==> config.mk <==
export PLATFORM = sky130hd
export DESIGN_NAME = c3_weight_bram_loader_flat
export DESIGN_NICKNAME = d
export VERILOG_FILES = /design/src/rtl/c3_pkg.sv /design/src/rtl/c3_weight_bram_loader_if.sv /design/src/rtl/c3_weight_packer.sv /design/src/rtl/c3_weight_bram_loader.sv /design/src/flat_wrapper.sv
export SDC_FILE = /design/constraint.sdc
export NUM_CORES = 1
export LEC_CHECK = 0
export CORE_MARGIN = 5
export CORE_UTILIZATION = 45
export CTS_CLUSTER_DIAMETER = 60
export DETAILED_ROUTE_END_ITERATION = 10
export PLACE_DENSITY = 0.67
export SYNTH_ARGS = -nofsm -noshare
export SYNTH_HDL_FRONTEND = slang
export SYNTH_SLANG_ARGS = --single-unit
==> constraint.sdc <==
create_clock -name clk -period 3.2 [get_ports clk]
set_clock_uncertainty 0.05 [all_clocks]
set_input_delay 0.64 -clock clk [delete_from_list [all_inputs] [get_ports clk]]
set_output_delay 0.64 -clock clk [all_outputs]
set_load 0.005 [all_outputs]
==> src/rtl/c3_pkg.sv <==
// Shared C3 definitions: BRAM geometry, weight-loader state encoding and write-port payload.
package c3_pkg;

  localparam int unsigned C3_DATA_W            = 8;
  localparam int unsigned C3_WPW               = 25;
  localparam int unsigned C3_RAM_WIDTH         = 200;
  localparam int unsigned C3_RAM_DEPTH         = 32;
  localparam int unsigned C3_NUM_BANKS         = 3;
  localparam int unsigned C3_WLOAD_TOTAL_WORDS = 96;

  localparam int unsigned C3_ADDR_W = $clog2(C3_RAM_DEPTH);
  localparam int unsigned C3_BANK_W = $clog2(C3_NUM_BANKS);
  localparam int unsigned C3_CNT_W  = $clog2(C3_WPW);
  localparam int unsigned C3_WIDX_W = $clog2(C3_WLOAD_TOTAL_WORDS);

  typedef enum logic [1:0] {
    IDLE  = 2'd0,
    LOAD  = 2'd1,
    WRITE = 2'd2,
    DONE  = 2'd3
  } c3_wload_state_e;

  typedef struct packed {
    logic [C3_NUM_BANKS-1:0] en;
    logic [C3_ADDR_W-1:0]    addr;
    logic [C3_RAM_WIDTH-1:0] data;
  } c3_wr_req_t;

  // One-hot bank write enable from a bank index.
  function automatic logic [C3_NUM_BANKS-1:0] c3_bank_onehot(input logic [C3_BANK_W-1:0] bank);
    return C3_NUM_BANKS'(1) << bank;
  endfunction

endpackage

==> src/rtl/c3_weight_bram_loader_if.sv <==
// Weight byte stream (valid/ready) plus the shared C3 weight BRAM write port.
interface c3_weight_bram_loader_if;
  import c3_pkg::*;

  logic                    s_valid;
  logic [C3_DATA_W-1:0]    s_data;
  logic                    s_ready;
  logic [C3_ADDR_W-1:0]    wr_addr;
  logic [C3_RAM_WIDTH-1:0] wr_data;
  logic [C3_NUM_BANKS-1:0] wr_en;

  modport master (output s_valid, s_data, input s_ready, wr_addr, wr_data, wr_en);
  modport slave  (input s_valid, s_data, output s_ready, wr_addr, wr_data, wr_en);

endinterface

==> src/rtl/c3_weight_packer.sv <==
// Packs accepted weight bytes LSB-first into one kernel word; flags the byte that completes it.
module c3_weight_packer
  import c3_pkg::*;
(
  input  logic                    clk,
  input  logic                    rst_n,
  input  logic                    clear,
  input  logic                    accept,
  input  logic [C3_DATA_W-1:0]    data,
  output logic [C3_RAM_WIDTH-1:0] word_c,
  output logic                    word_full_c
);

  logic [C3_RAM_WIDTH-1:0] word_q;
  logic [C3_CNT_W-1:0]     cnt_q;

  // Word as it will look once the current byte is inserted at the counter slot.
  always_comb begin
    word_c = word_q;
    for (int k = 0; k < int'(C3_WPW); k++) begin
      if (cnt_q == C3_CNT_W'(k)) begin
        word_c[k*C3_DATA_W +: C3_DATA_W] = data;
      end
    end
    word_full_c = accept && (cnt_q == C3_CNT_W'(C3_WPW - 1));
  end

  always_ff @(posedge clk or negedge rst_n) begin
    if (!rst_n) begin
      word_q <= '0;
      cnt_q  <= '0;
    end else if (clear) begin
      cnt_q  <= '0;
    end else if (accept) begin
      word_q <= word_c;
      cnt_q  <= word_full_c ? '0 : cnt_q + C3_CNT_W'(1);
    end
  end

endmodule

==> src/rtl/c3_weight_bram_loader.sv <==
// Streams C3 kernel weights into the three weight BRAM banks, one 25-byte word per write.
// Optional C3_WLOAD_CHECKSUM_EN adds a 16-bit sum of all accepted bytes.
module c3_weight_bram_loader
  import c3_pkg::*;
(
  input  logic                     clk,
  input  logic                     rst_n,
  input  logic                     start,
  c3_weight_bram_loader_if.slave   bus,
  output logic                     busy,
  output logic                     done
`ifdef C3_WLOAD_CHECKSUM_EN
  ,
  output logic [15:0]              checksum
`endif
);

  c3_wload_state_e         state_q, state_d;
  logic [C3_BANK_W-1:0]    bank_q, bank_d;
  logic [C3_ADDR_W-1:0]    addr_q, addr_d;
  c3_wr_req_t              wr_q, wr_d;
  logic                    s_ready_q, s_ready_d;
  logic                    busy_d, done_d;
  logic                    pack_clear;
  logic                    accept_c;
  logic                    last_word_c;
  logic [C3_RAM_WIDTH-1:0] word_c;
  logic                    word_full_c;

  assign accept_c    = bus.s_valid && s_ready_q;
  assign last_word_c = (C3_WIDX_W'(addr_q) * C3_WIDX_W'(C3_NUM_BANKS) + C3_WIDX_W'(bank_q))
                       == C3_WIDX_W'(C3_WLOAD_TOTAL_WORDS - 1);

  c3_weight_packer u_packer (
    .clk         (clk),
    .rst_n       (rst_n),
    .clear       (pack_clear),
    .accept      (accept_c),
    .data        (bus.s_data),
    .word_c      (word_c),
    .word_full_c (word_full_c)
  );

  always_ff @(posedge clk or negedge rst_n) begin
    if (!rst_n) state_q <= IDLE;
    else        state_q <= state_d;
  end

  // Next state plus next values of every registered output.
  always_comb begin
    state_d    = state_q;
    bank_d     = bank_q;
    addr_d     = addr_q;
    wr_d       = wr_q;
    wr_d.en    = '0;
    pack_clear = 1'b0;
    unique case (state_q)
      IDLE: begin
        pack_clear = 1'b1;
        if (start) begin
          state_d = LOAD;
          bank_d  = '0;
          addr_d  = '0;
        end
      end
      LOAD: begin
        if (word_full_c) begin
          state_d   = WRITE;
          wr_d.en   = c3_bank_onehot(bank_q);
          wr_d.addr = addr_q;
          wr_d.data = word_c;
        end
      end
      WRITE: begin
        // Banks rotate fastest; the address advances when the bank index wraps.
        if (bank_q == C3_BANK_W'(C3_NUM_BANKS - 1)) begin
          bank_d = '0;
          addr_d = addr_q + C3_ADDR_W'(1);
        end else begin
          bank_d = bank_q + C3_BANK_W'(1);
        end
        state_d = last_word_c ? DONE : LOAD;
      end
      DONE:    state_d = IDLE;
      default: state_d = IDLE;
    endcase
    s_ready_d = (state_d == LOAD);
    busy_d    = (state_d == LOAD) || (state_d == WRITE);
    done_d    = (state_d == DONE);
  end

  always_ff @(posedge clk or negedge rst_n) begin
    if (!rst_n) begin
      bank_q    <= '0;
      addr_q    <= '0;
      wr_q      <= '0;
      s_ready_q <= 1'b0;
      busy      <= 1'b0;
      done      <= 1'b0;
    end else begin
      bank_q    <= bank_d;
      addr_q    <= addr_d;
      wr_q      <= wr_d;
      s_ready_q <= s_ready_d;
      busy      <= busy_d;
      done      <= done_d;
    end
  end

  assign bus.s_ready = s_ready_q;
  assign bus.wr_en   = wr_q.en;
  assign bus.wr_addr = wr_q.addr;
  assign bus.wr_data = wr_q.data;

`ifdef C3_WLOAD_CHECKSUM_EN
  always_ff @(posedge clk or negedge rst_n) begin
    if (!rst_n) begin
      checksum <= '0;
    end else if ((state_q == IDLE) && start) begin
      checksum <= '0;
    end else if (accept_c) begin
      checksum <= checksum + 16'(bus.s_data);
    end
  end
`endif

endmodule

==> src/flat_wrapper.sv <==
// flat-port wrapper written by rule: the top's interface ports become plain ports
module c3_weight_bram_loader_flat import c3_pkg::*;
  (clk, rst_n, start, busy, done, bus_s_valid, bus_s_data, bus_s_ready, bus_wr_addr, bus_wr_data, bus_wr_en);
  c3_weight_bram_loader_if bus_i ();
  input  logic clk;
  input  logic rst_n;
  input  logic start;
  output logic busy;
  output logic done;
  input wire logic [$bits(bus_i.s_valid)-1:0] bus_s_valid;
  input wire logic [$bits(bus_i.s_data)-1:0] bus_s_data;
  output wire logic [$bits(bus_i.s_ready)-1:0] bus_s_ready;
  output wire logic [$bits(bus_i.wr_addr)-1:0] bus_wr_addr;
  output wire logic [$bits(bus_i.wr_data)-1:0] bus_wr_data;
  output wire logic [$bits(bus_i.wr_en)-1:0] bus_wr_en;
  assign bus_i.s_valid = bus_s_valid;
  assign bus_i.s_data = bus_s_data;
  assign bus_s_ready = bus_i.s_ready;
  assign bus_wr_addr = bus_i.wr_addr;
  assign bus_wr_data = bus_i.wr_data;
  assign bus_wr_en = bus_i.wr_en;
  c3_weight_bram_loader u_core (.clk(clk), .rst_n(rst_n), .start(start), .bus(bus_i), .busy(busy), .done(done));
endmodule
==> results of run 1 <==
final cells by class:
| cell class | count | area [sq um] | share of cell area [%] |
|---|---|---|---|
| Inverter | 15 | 56.3 | 0.253 |
| Timing Repair Buffer | 255 | 2570 | 11.6 |
| Clock buffer | 64 | 1310 | 5.88 |
| Clock inverter | 18 | 213 | 0.956 |
| Tap cell | 525 | 657 | 2.95 |
| Multi-Input combinational cell | 939 | 7010 | 31.5 |
| Sequential cell | 417 | 10400 | 46.9 |
worst register-to-register path, stage by stage, from the launching register on:
cell,delay (ps)
dfrtp_1,400
inv_1,100
fa_1,520
inv_1,50
ha_1,210
inv_1,70
fa_1,400
nand3b_1,150
or3_1,320
nor4_2,240
nor2_1,100
ha_1,280
inv_1,30
placed cells by master, fill, tap and decap left out, types with 11 or more instances in the layout:
master and n:
inv_1 15, nand2_2 13, clkbuf_16 45, o21ai_1 134, mux2i_1 193, ha_1 16, clkbuf_8 11, dfrtp_1 417
clkdlybuf4s50_1 213, nand2_1 216, buf_4 22, nor2_4 17, mux2_2 193, o21ai_0 66, nor2_1 24, buf_12 11
kinds of logic after synthesis:
family / Yosys count / share of synthesized area [%]
adders and majority gates: 18 / 1.34
buffers and inverters: 128 / 3.07
muxes: 386 / 22.9
AOI/OAI and AO/OA: 210 / 5.96
xor gates and xnor gates: 4 / 0.195
and+or+nand+nor: 321 / 8.45
DFF: 417 / 58.1
final timing paths:
check                                                    from                                  end  slack (ps)
setup / recovery                 u_core.addr_q[1]$_DFFE_PN0P_                u_core.busy$_DFF_PN0_         190
hold / removal                                          rst_n  u_core.bus.wr_data[164]$_DFFE_PN0P_          30
setup reg to reg                 u_core.addr_q[1]$_DFFE_PN0P_                u_core.busy$_DFF_PN0_         190
hold reg to reg            u_core.bus.wr_data[35]$_DFFE_PN0P_   u_core.bus.wr_data[35]$_DFFE_PN0P_         430
max in group asynchronous                               rst_n   u_core.bus.wr_data[36]$_DFFE_PN0P_        2170
min in group clk           u_core.bus.wr_data[35]$_DFFE_PN0P_   u_core.bus.wr_data[35]$_DFFE_PN0P_         430
power breakdown:
group / internal [W] / switching [W]
sequential: 0.00628 / 0.000554
clock: 0.00317 / 0.00208
combinational: 0.00169 / 0.00163
per-stage QoR:
| stage | total power (W) | utilization, % | cell area [sq um] | std cells |
|---|---|---|---|---|
| after floorplan | 0.00917 | - | 18000 | 1484 |
| after CTS | 0.0156 | 56.1 | 22200 | 2233 |
| after global routing | 0.0162 | 56.1 | 22300 | 2233 |
| after detailed placement | 0.0103 | 52.3 | 20700 | 2151 |
| after global placement | 0.0101 | 52.3 | 20700 | 2151 |
| final | 0.0154 | 56.1 | 22300 | 2233 |
routing by layer:
layer / up-vias / wire length, um / global-route usage (%)
met5: - / 0 / 0
met4: 0 / 1230 / 5.83
met3: 76 / 1660 / 3.30
met2: 215 / 20500 / 31.7
met1: 5772 / 19100 / 26.4
li1: 5492 / - / -
flip-flops by register name, summed over array words and instances, names as in the netlist:
name	flops
u_core.bus.wr_data	200
u_core.u_packer.cnt_q	5
u_core.bus.wr_en	3
u_core.busy	1
u_core.addr_q	5
u_core.bank_q	2
u_core.bus.wr_addr	5
u_core.bus.s_ready	1
u_core.u_packer.word_q	192
u_core.done	1
u_core.state_q	2
timing repair:
action / 4_1_cts / 5_1_grt
setup buffers: 0 / 0
hold buffers: 0 / 0
setup endpoints to repair: 0 / 2
resized for setup: 0 / 1
==> results.toml, run 1 <==
[floorplanning]
die_h_um = 210
rows = 73
core_area_sq_mm = 0.0396
fp.dieW_um = 210
top_level_ports = 223
die_area_sq_mm = 0.0440
start_util_pct = 45.3

[logic_synthesis]
synth_cell_types = 42
netlist_area_sq_mm = 0.0180
synth_enable_flop_cells = 0
synth_top_area_share_pct = 58.1
avgSynthCellArea_sq_um = 12.1
synthArstFlopShare_pct = 100
synth_area_leaders = "dfrtp_1 (58%), mux2_2 (12%), mux2i_1 (11%), nand2_1 (4.5%), o21ai_1 (3.7%)"
yosys.area.top_type = "dfrtp_1"
synth_ff_type = "dfrtp_1"
synthTopCellsByCount = "dfrtp_1 (417), nand2_1 (216), mux2_2 (193), mux2i_1 (193), o21ai_1 (134)"
ys_seq_area_share_pct = 58.1
synth.most_common_cell = "dfrtp_1"
synth-seq-cells = 417
synthCells = 1484
yosysWarnings = 0
syn_nets = 1514

[critical_path]
path_buf_inv = 4
crit_arrival_ps = 3390
startpoint_type = "flip-flop"
worstPathMaxFanout = 4
cp_num_cells = 12
rr_worst_depth = 12
slowest_stage = "fa_1"
critPathKind = "reg -> reg"
slowest_delay_ps = 520
crit_top_cell = "inv_1"
cp_top_family = "adder cells"
crit_chain = "inv_1 > fa_1 > inv_1 > ha_1 > inv_1 > fa_1 > nand3b_1 > or3_1 > nor4_2 > nor2_1 > ha_1 > inv_1"
cp.required_ps = 3590
endpoint_kind = "flip-flop"

[route]
first_iter_violations = 519
route.vias.total = 11600
drc = 0
first_pass_iters = 5
drt-wirelength-per-cell_um = 19.0
via_per_inst = 5.17
ant_nets = 0
wl_um = 42500

[place]
io_buffer_count = 222
dpl.hpwl_um = 27300
dp_slack_ps = 106
gp_congestion = 0.813

[sta]
finalHoldViolations = 0
rsz0062_at_grt = "no"
post-route-period-util_pct = 94.0
setup_slack_ps = 193
max_freq_mhz = 333
worst_pin_slew_ps = 1100
slew_headroom_pct = 26.5
setup_tns_ps = 0
finalSetupViolCount = 0
period_needed_ps = 3010
hold_slack_ps = 28.2
timing.final.max_slew_violations = 0

[run]
maxCapViolCount = 0

[clock_tree]
cts_buffers = 45
cts_tree = "yes"
htree_levels = 2
cts_root_buf = "clkbuf_16"
clkTransAtPathRegs_ps = 60
clk_path_buf_depth = 3
clock_sinks = 417
clk_latency_ps = 540

[finish]
areaGrowthSynthToFinish_pct = 24.0
layout-drive-gt1-share_pct = 20.8
nFillCells = 3356
antenna_cells = 0
nNetsFinal = 1703

[global_routing]
grt_max_degree = 285
grt_use_total_pct = 19.3
grt_pass1_vias = 12100
grt_pass1_wl_um = 68400
antenna_found_initial = 0
gr-total-overflow = 0

[pwr]
leakage_nw = 9.93
p_per_area_mw_per_mm2 = 692
ir_worst_vdd_v = 0.000424

[min_path]
min_path_type = "in -> async"

[status]
status = "completed"
No activity file was read; power rests on OpenSTA's default activity.
==> inputs of run 2 (changes only) <==
--- a/config.mk
+++ b/config.mk
@@ -10,6 +10,7 @@
 export CTS_CLUSTER_DIAMETER = 60
 export DETAILED_ROUTE_END_ITERATION = 10
 export PLACE_DENSITY = 0.67
+export SETUP_SLACK_MARGIN = 0.05
 export SYNTH_ARGS = -nofsm -noshare
 export SYNTH_HDL_FRONTEND = slang
 export SYNTH_SLANG_ARGS = --single-unit
==> run 2 against run 1 <==
Worst setup slack gained 34 ps. Fmax grew 1.2%. Critical path depth is the same. Final area is essentially flat. Worst hold slack is the same. First-iteration DRC count is the same. Global-route usage is essentially flat. Critical path type unchanged.
==> results.toml, run 2 (synthesis results as in run 1) <==
[finish]
final_area_sq_mm = 0.0223
utilization_pct = 56.2
antenna_cells = 0
areaGrowthSynthToFinish_pct = 24.0
final_cell_mix = "dfrtp_1 (417), nand2_1 (216), clkdlybuf4s50_1 (213)"
layout-drive-gt1-share_pct = 20.8
layout_commonest_cell = "dfrtp_1"
nFillCells = 3356
largest_register_ffs = 200
nNetsFinal = 1703

[min_path]
min_path_type = "in -> async"

[global_routing]
grt_use_total_pct = 19.3
grt_pass1_vias = 12100
antenna_found_initial = 0
grt_max_degree = 285
grt_pass1_wl_um = 68400
gr-total-overflow = 0

[route]
drc = 0
drt-wirelength-per-cell_um = 19.0
first_iter_violations = 519
route.vias.total = 11600
via_per_inst = 5.17
wl_um = 42500
ant_nets = 0
first_pass_iters = 5

[critical_path]
worstPathMaxFanout = 4
slowest_delay_ps = 520
startpoint_type = "flip-flop"
crit_arrival_ps = 3360
cp.required_ps = 3590
crit_top_cell = "inv_1"
crit_path_start = "u_core.addr_q[1]$_DFFE_PN0P_"
cp_num_cells = 12
r2r_slack_ps = 230
r2r_end = "u_core.busy$_DFF_PN0_"
path_buf_inv = 4
crit_chain = "inv_1 > fa_1 > inv_1 > ha_1 > inv_1 > fa_1 > nand3b_1 > or3_1 > nor4_4 > nor2_1 > ha_1 > inv_1"
rr_worst_depth = 12
slowest_stage = "fa_1"
endpoint_kind = "flip-flop"
critPathKind = "reg -> reg"
rr_startpoint = "u_core.addr_q[1]$_DFFE_PN0P_"
cp_top_family = "adder cells"
crit_end = "u_core.busy$_DFF_PN0_"

[place]
dpl.hpwl_um = 27300
io_buffer_count = 222
dpl_cell_area_sq_mm = 0.0207
gp_congestion = 0.813

[floorplanning]
rows = 73
top_level_ports = 223
start_util_pct = 45.3
core_area_sq_mm = 0.0396
die_area_sq_mm = 0.0440
die_h_um = 210
fp.dieW_um = 210

[sta]
worst_pin_slew_ps = 1100
finalSetupViolCount = 0
hold_slack_ps = 28.2
period_needed_ps = 2970
finalHoldViolations = 0
timing.final.max_slew_violations = 0
post-route-period-util_pct = 92.9
max_freq_mhz = 336
slew_headroom_pct = 26.5
rsz0062_at_grt = "no"
setup_tns_ps = 0

[status]
status = "completed"

[clock_tree]
cts_buffers = 45
clkTransAtPathRegs_ps = 60
cts_tree = "yes"
hold_buffers = 0
htree_levels = 2
clk_latency_ps = 540
cts_root_buf = "clkbuf_16"
clock_sinks = 417
clk_path_buf_depth = 3

[pwr]
ir_worst_vdd_v = 0.000424
leakage_nw = 9.93
p_per_area_mw_per_mm2 = 693

[run]
maxCapViolCount = 0
## run 2: cell count changes in the layout (fill, tap and decap cells not counted)
cell | previous run | this run
nor4_2 | 1 | 0
nor4_4 | 0 | 1
## run 2: cell type report
cell class	count	area (sq um)	share of cell area, %
Clock buffer	64	1310	5.87
Clock inverter	18	213	0.955
Inverter	15	56.3	0.253
Multi-Input combinational cell	939	7020	31.5
Sequential cell	417	10400	46.9
Tap cell	525	657	2.95
Timing Repair Buffer	255	2570	11.6
## run 2: worst min path at each step
| stage | start | endpoint | slack [ps] |
|---|---|---|---|
| floorplan | rst_n | u_core.addr_q[0]$_DFFE_PN0P_ | 290 |
| global placement | u_core.bus.wr_data[7]$_DFFE_PN0P_ | u_core.bus.wr_data[7]$_DFFE_PN0P_ | 410 |
| detailed placement | u_core.bus.wr_addr[2]$_DFFE_PN0P_ | u_core.bus.wr_addr[2]$_DFFE_PN0P_ | 420 |
| CTS | rst_n | u_core.bus.wr_data[164]$_DFFE_PN0P_ | 40 |
| global route | rst_n | u_core.bus.wr_data[162]$_DFFE_PN0P_ | 60 |
| finish | rst_n | u_core.bus.wr_data[164]$_DFFE_PN0P_ | 30 |
## run 2: power breakdown
part / internal, W / switching [W]
combinational: 0.00169 / 0.00164
sequential: 0.00628 / 0.000554
clock: 0.00317 / 0.00208
total: 0.0111 / 0.00428
## run 2: repair_timing
action | in CTS | in global routing
gates resized for setup | 1 | 1
endpoints found under the setup margin | 1 | 1
setup buffers | 0 | 0
## run 2: metrics by stage
step / power, W / setup WS (ps) / instances
finish: 0.0154 / 228 / 2233
global route: 0.0162 / 70.5 / 2233
CTS: 0.0156 / 152 / 2233
detailed placement: 0.0103 / 106 / 2151
global placement: 0.0101 / 142 / 2151
floorplan: 0.00917 / 290 / 1484
## run 2: metal layers
| metal | GRT usage [%] | up-vias | share of wire, % |
|---|---|---|---|
| met2 | 31.7 | 215 | 48 |
| met1 | 26.4 | 5772 | 45 |
| met4 | 5.83 | 0 | 2.9 |
| met3 | 3.30 | 76 | 3.9 |
| met5 | 0 | - | 0 |
| li1 | - | 5492 | - |
==> inputs of run 3 (changes only) <==
--- a/config.mk
+++ b/config.mk
@@ -5,10 +5,12 @@
 export SDC_FILE = /design/constraint.sdc
 export NUM_CORES = 1
 export LEC_CHECK = 0
+export ABC_AREA = 1
 export CORE_MARGIN = 5
 export CORE_UTILIZATION = 45
 export CTS_CLUSTER_DIAMETER = 60
 export DETAILED_ROUTE_END_ITERATION = 10
+export GPL_TIMING_DRIVEN = 0
 export PLACE_DENSITY = 0.67
 export SETUP_SLACK_MARGIN = 0.05
 export SYNTH_ARGS = -nofsm -noshare
==> run 3 against run 2 <==
Total power down 5.2%. Core utilization up 0.83 points. Worst hold slack better by 400 ps. Sequential cell count up 8. Largest power group unchanged. Combinational power down 23%.
==> results.toml, run 3 <==
[finish]
layout-drive-gt1-share_pct = 5.69
layout_commonest_cell = "nand2_1"
seq_area_sq_mm = 0.0106
antenna_cells = 0
nFillCells = 3657
final_cell_mix = "nand2_1 (820), o21ai_0 (445), dfrtp_1 (425)"
final_area_sq_mm = 0.0233
areaGrowthSynthToFinish_pct = 24.9
nNetsFinal = 2525
multi_input_area_sq_mm = 0.00645
instances_no_fill = 3064

[pwr]
p_per_area_mw_per_mm2 = 627
ir_worst_vdd_v = 0.000408
leakage_nw = 11.5
p_total_w = 0.0146

[clock_tree]
cts_root_buf = "clkbuf_16"
clk_path_buf_depth = 3
clk_latency_ps = 570
htree_levels = 2
clock_sinks = 425
clkTransAtPathRegs_ps = 60
post_cts_buffers = 0
cts_tree = "yes"
cts_buffers = 47

[sta]
timing.final.max_slew_violations = 0
period_needed_ps = 3080
slew_headroom_pct = 39.9
finalHoldViolations = 0
worst_pin_slew_ps = 902
rsz0062_at_grt = "no"
post-route-period-util_pct = 96.2
max_freq_mhz = 325
hold_slack_ps = 428
finalSetupViolCount = 0

[global_routing]
grt_use_total_pct = 23.6
grt_pass1_vias = 15600
gr-total-overflow = 0
grt_pass1_wl_um = 85700
antenna_found_initial = 1
grt_max_degree = 102

[logic_synthesis]
synthCells = 2219
yosys.area.top_type = "dfrtp_1"
synthArstFlopShare_pct = 100
synthTopCellsByCount = "nand2_1 (820), o21ai_0 (445), dfrtp_1 (425)"
avgSynthCellArea_sq_um = 8.42
synth_area_leaders = "dfrtp_1 (57%), nand2_1 (16%), o21ai_0 (12%), inv_1 (5.1%), o21a_1 (3.3%)"
synth_top_area_share_pct = 56.9
synth-seq-cells = 425
yosysWarnings = 0
ys_seq_area_share_pct = 56.9
synth.most_common_cell = "nand2_1"
synth_cell_types = 26
synth_ff_type = "dfrtp_1"
syn_nets = 2249
netlist_area_sq_mm = 0.0187
synth_enable_flop_cells = 0

[floorplanning]
rows = 74
start_util_pct = 45.6
core_area_sq_mm = 0.0409
fp.dieW_um = 214
die_area_sq_mm = 0.0457
top_level_ports = 223
die_h_um = 214

[critical_path]
worstPathMaxFanout = 10
cp.required_ps = 3610
r2r_slack_ps = 310
startpoint_type = "input pin"
critPathKind = "in -> reg"
rr_worst_depth = 14
endpoint_kind = "flip-flop"
crit_arrival_ps = 3490

[route]
route.vias.total = 15800
drt-wirelength-per-cell_um = 17.6
first_iter_violations = 1411
wl_um = 53800
drc = 0
ant_nets = 0
first_pass_iters = 5
via_per_inst = 5.16

[min_path]
min_path_type = "reg -> reg"
holdPathStages = 2

[place]
dpl_cell_area_sq_mm = 0.0217
placed_cells = 2977
dpl.hpwl_um = 36600
gp_congestion = 0.837
io_buffer_count = 222

[status]
status = "completed"

[run]
maxCapViolCount = 0
run 3: metal layers:
layer	global-route usage, %	up-vias	wire (um)
met5	0	-	0
met4	8.97	0	1960
met3	4.10	118	3480
met2	38.3	527	25300
met1	32.2	7649	23000
li1	-	7515	-
run 3: per-stage QoR:
| stage | TNS [ps] | utilization [%] | setup slack [ps] |
|---|---|---|---|
| after detailed placement | -54880 | 53.0 | -429 |
| after floorplan | 0 | - | 627 |
| final | 0 | 57.0 | 123 |
| after global placement | -7352150 | 52.7 | -17200 |
| after global routing | 0 | 57.0 | 64.3 |
| after CTS | 0 | 57.0 | 163 |
run 3: timing repair:
action	CTS	global route
hold endpoints to repair	63	0
resized for setup	0	0
hold buffers	1	0
run 3: cells by family (layout without fill, tap and decap cells):
logic type               count (synthesis)  in the layout  share of synthesized area, %
AND/OR/NAND/NOR                        858            858                          17.7
adder cells (fa/ha/maj)                 18             18                          1.29
flip-flops                             425            425                          56.9
XOR/XNOR                                 1              1                        0.0469
AO/OA/AOI/OAI                          538            538                          15.6
buffers and inverters                  379            692                          8.51
run 3: final cells by class:
type,instances,area share (%)
Timing Repair Buffer,227,10.1
Buffer,124,2.71
Clock buffer,66,6.00
Tap cell,532,2.85
Inverter,255,4.10
Clock inverter,20,1.00
Sequential cell,425,45.6
Multi-Input combinational cell,1415,27.7
run 3: worst max-delay path, stage by stage:
cell             delay [ps]
clkdlybuf4s50_1         460
nand2_1                 110
nor2_2                  570
inv_1                   340
buf_2                   330
clkbuf_1                380
nor2_1                  390
inv_1                   110
o22ai_1                 150
run 3: final timing paths:
path | start | to
max in group asynchronous | rst_n | u_core.u_packer.word_q[130]$_DFFE_PN0P_
worst min-delay path | u_core.bus.wr_data[51]$_DFFE_PN0P_ | u_core.bus.wr_data[51]$_DFFE_PN0P_
worst max register to register | u_core.addr_q[0]$_DFFE_PN0P_ | u_core.busy$_DFF_PN0_
worst max-delay path | bus_s_valid | u_core.u_packer.cnt_q[3]$_DFFE_PN0P_
min in group asynchronous | rst_n | u_core.bus.wr_data[4]$_DFFE_PN0P_
worst min register to register | u_core.bus.wr_data[51]$_DFFE_PN0P_ | u_core.bus.wr_data[51]$_DFFE_PN0P_
run 3: power by group:
group,switching [W],internal [W]
clock network,0.00220,0.00345
logic,0.00179,0.000779
registers,0.000366,0.00604
total,0.00436,0.0103
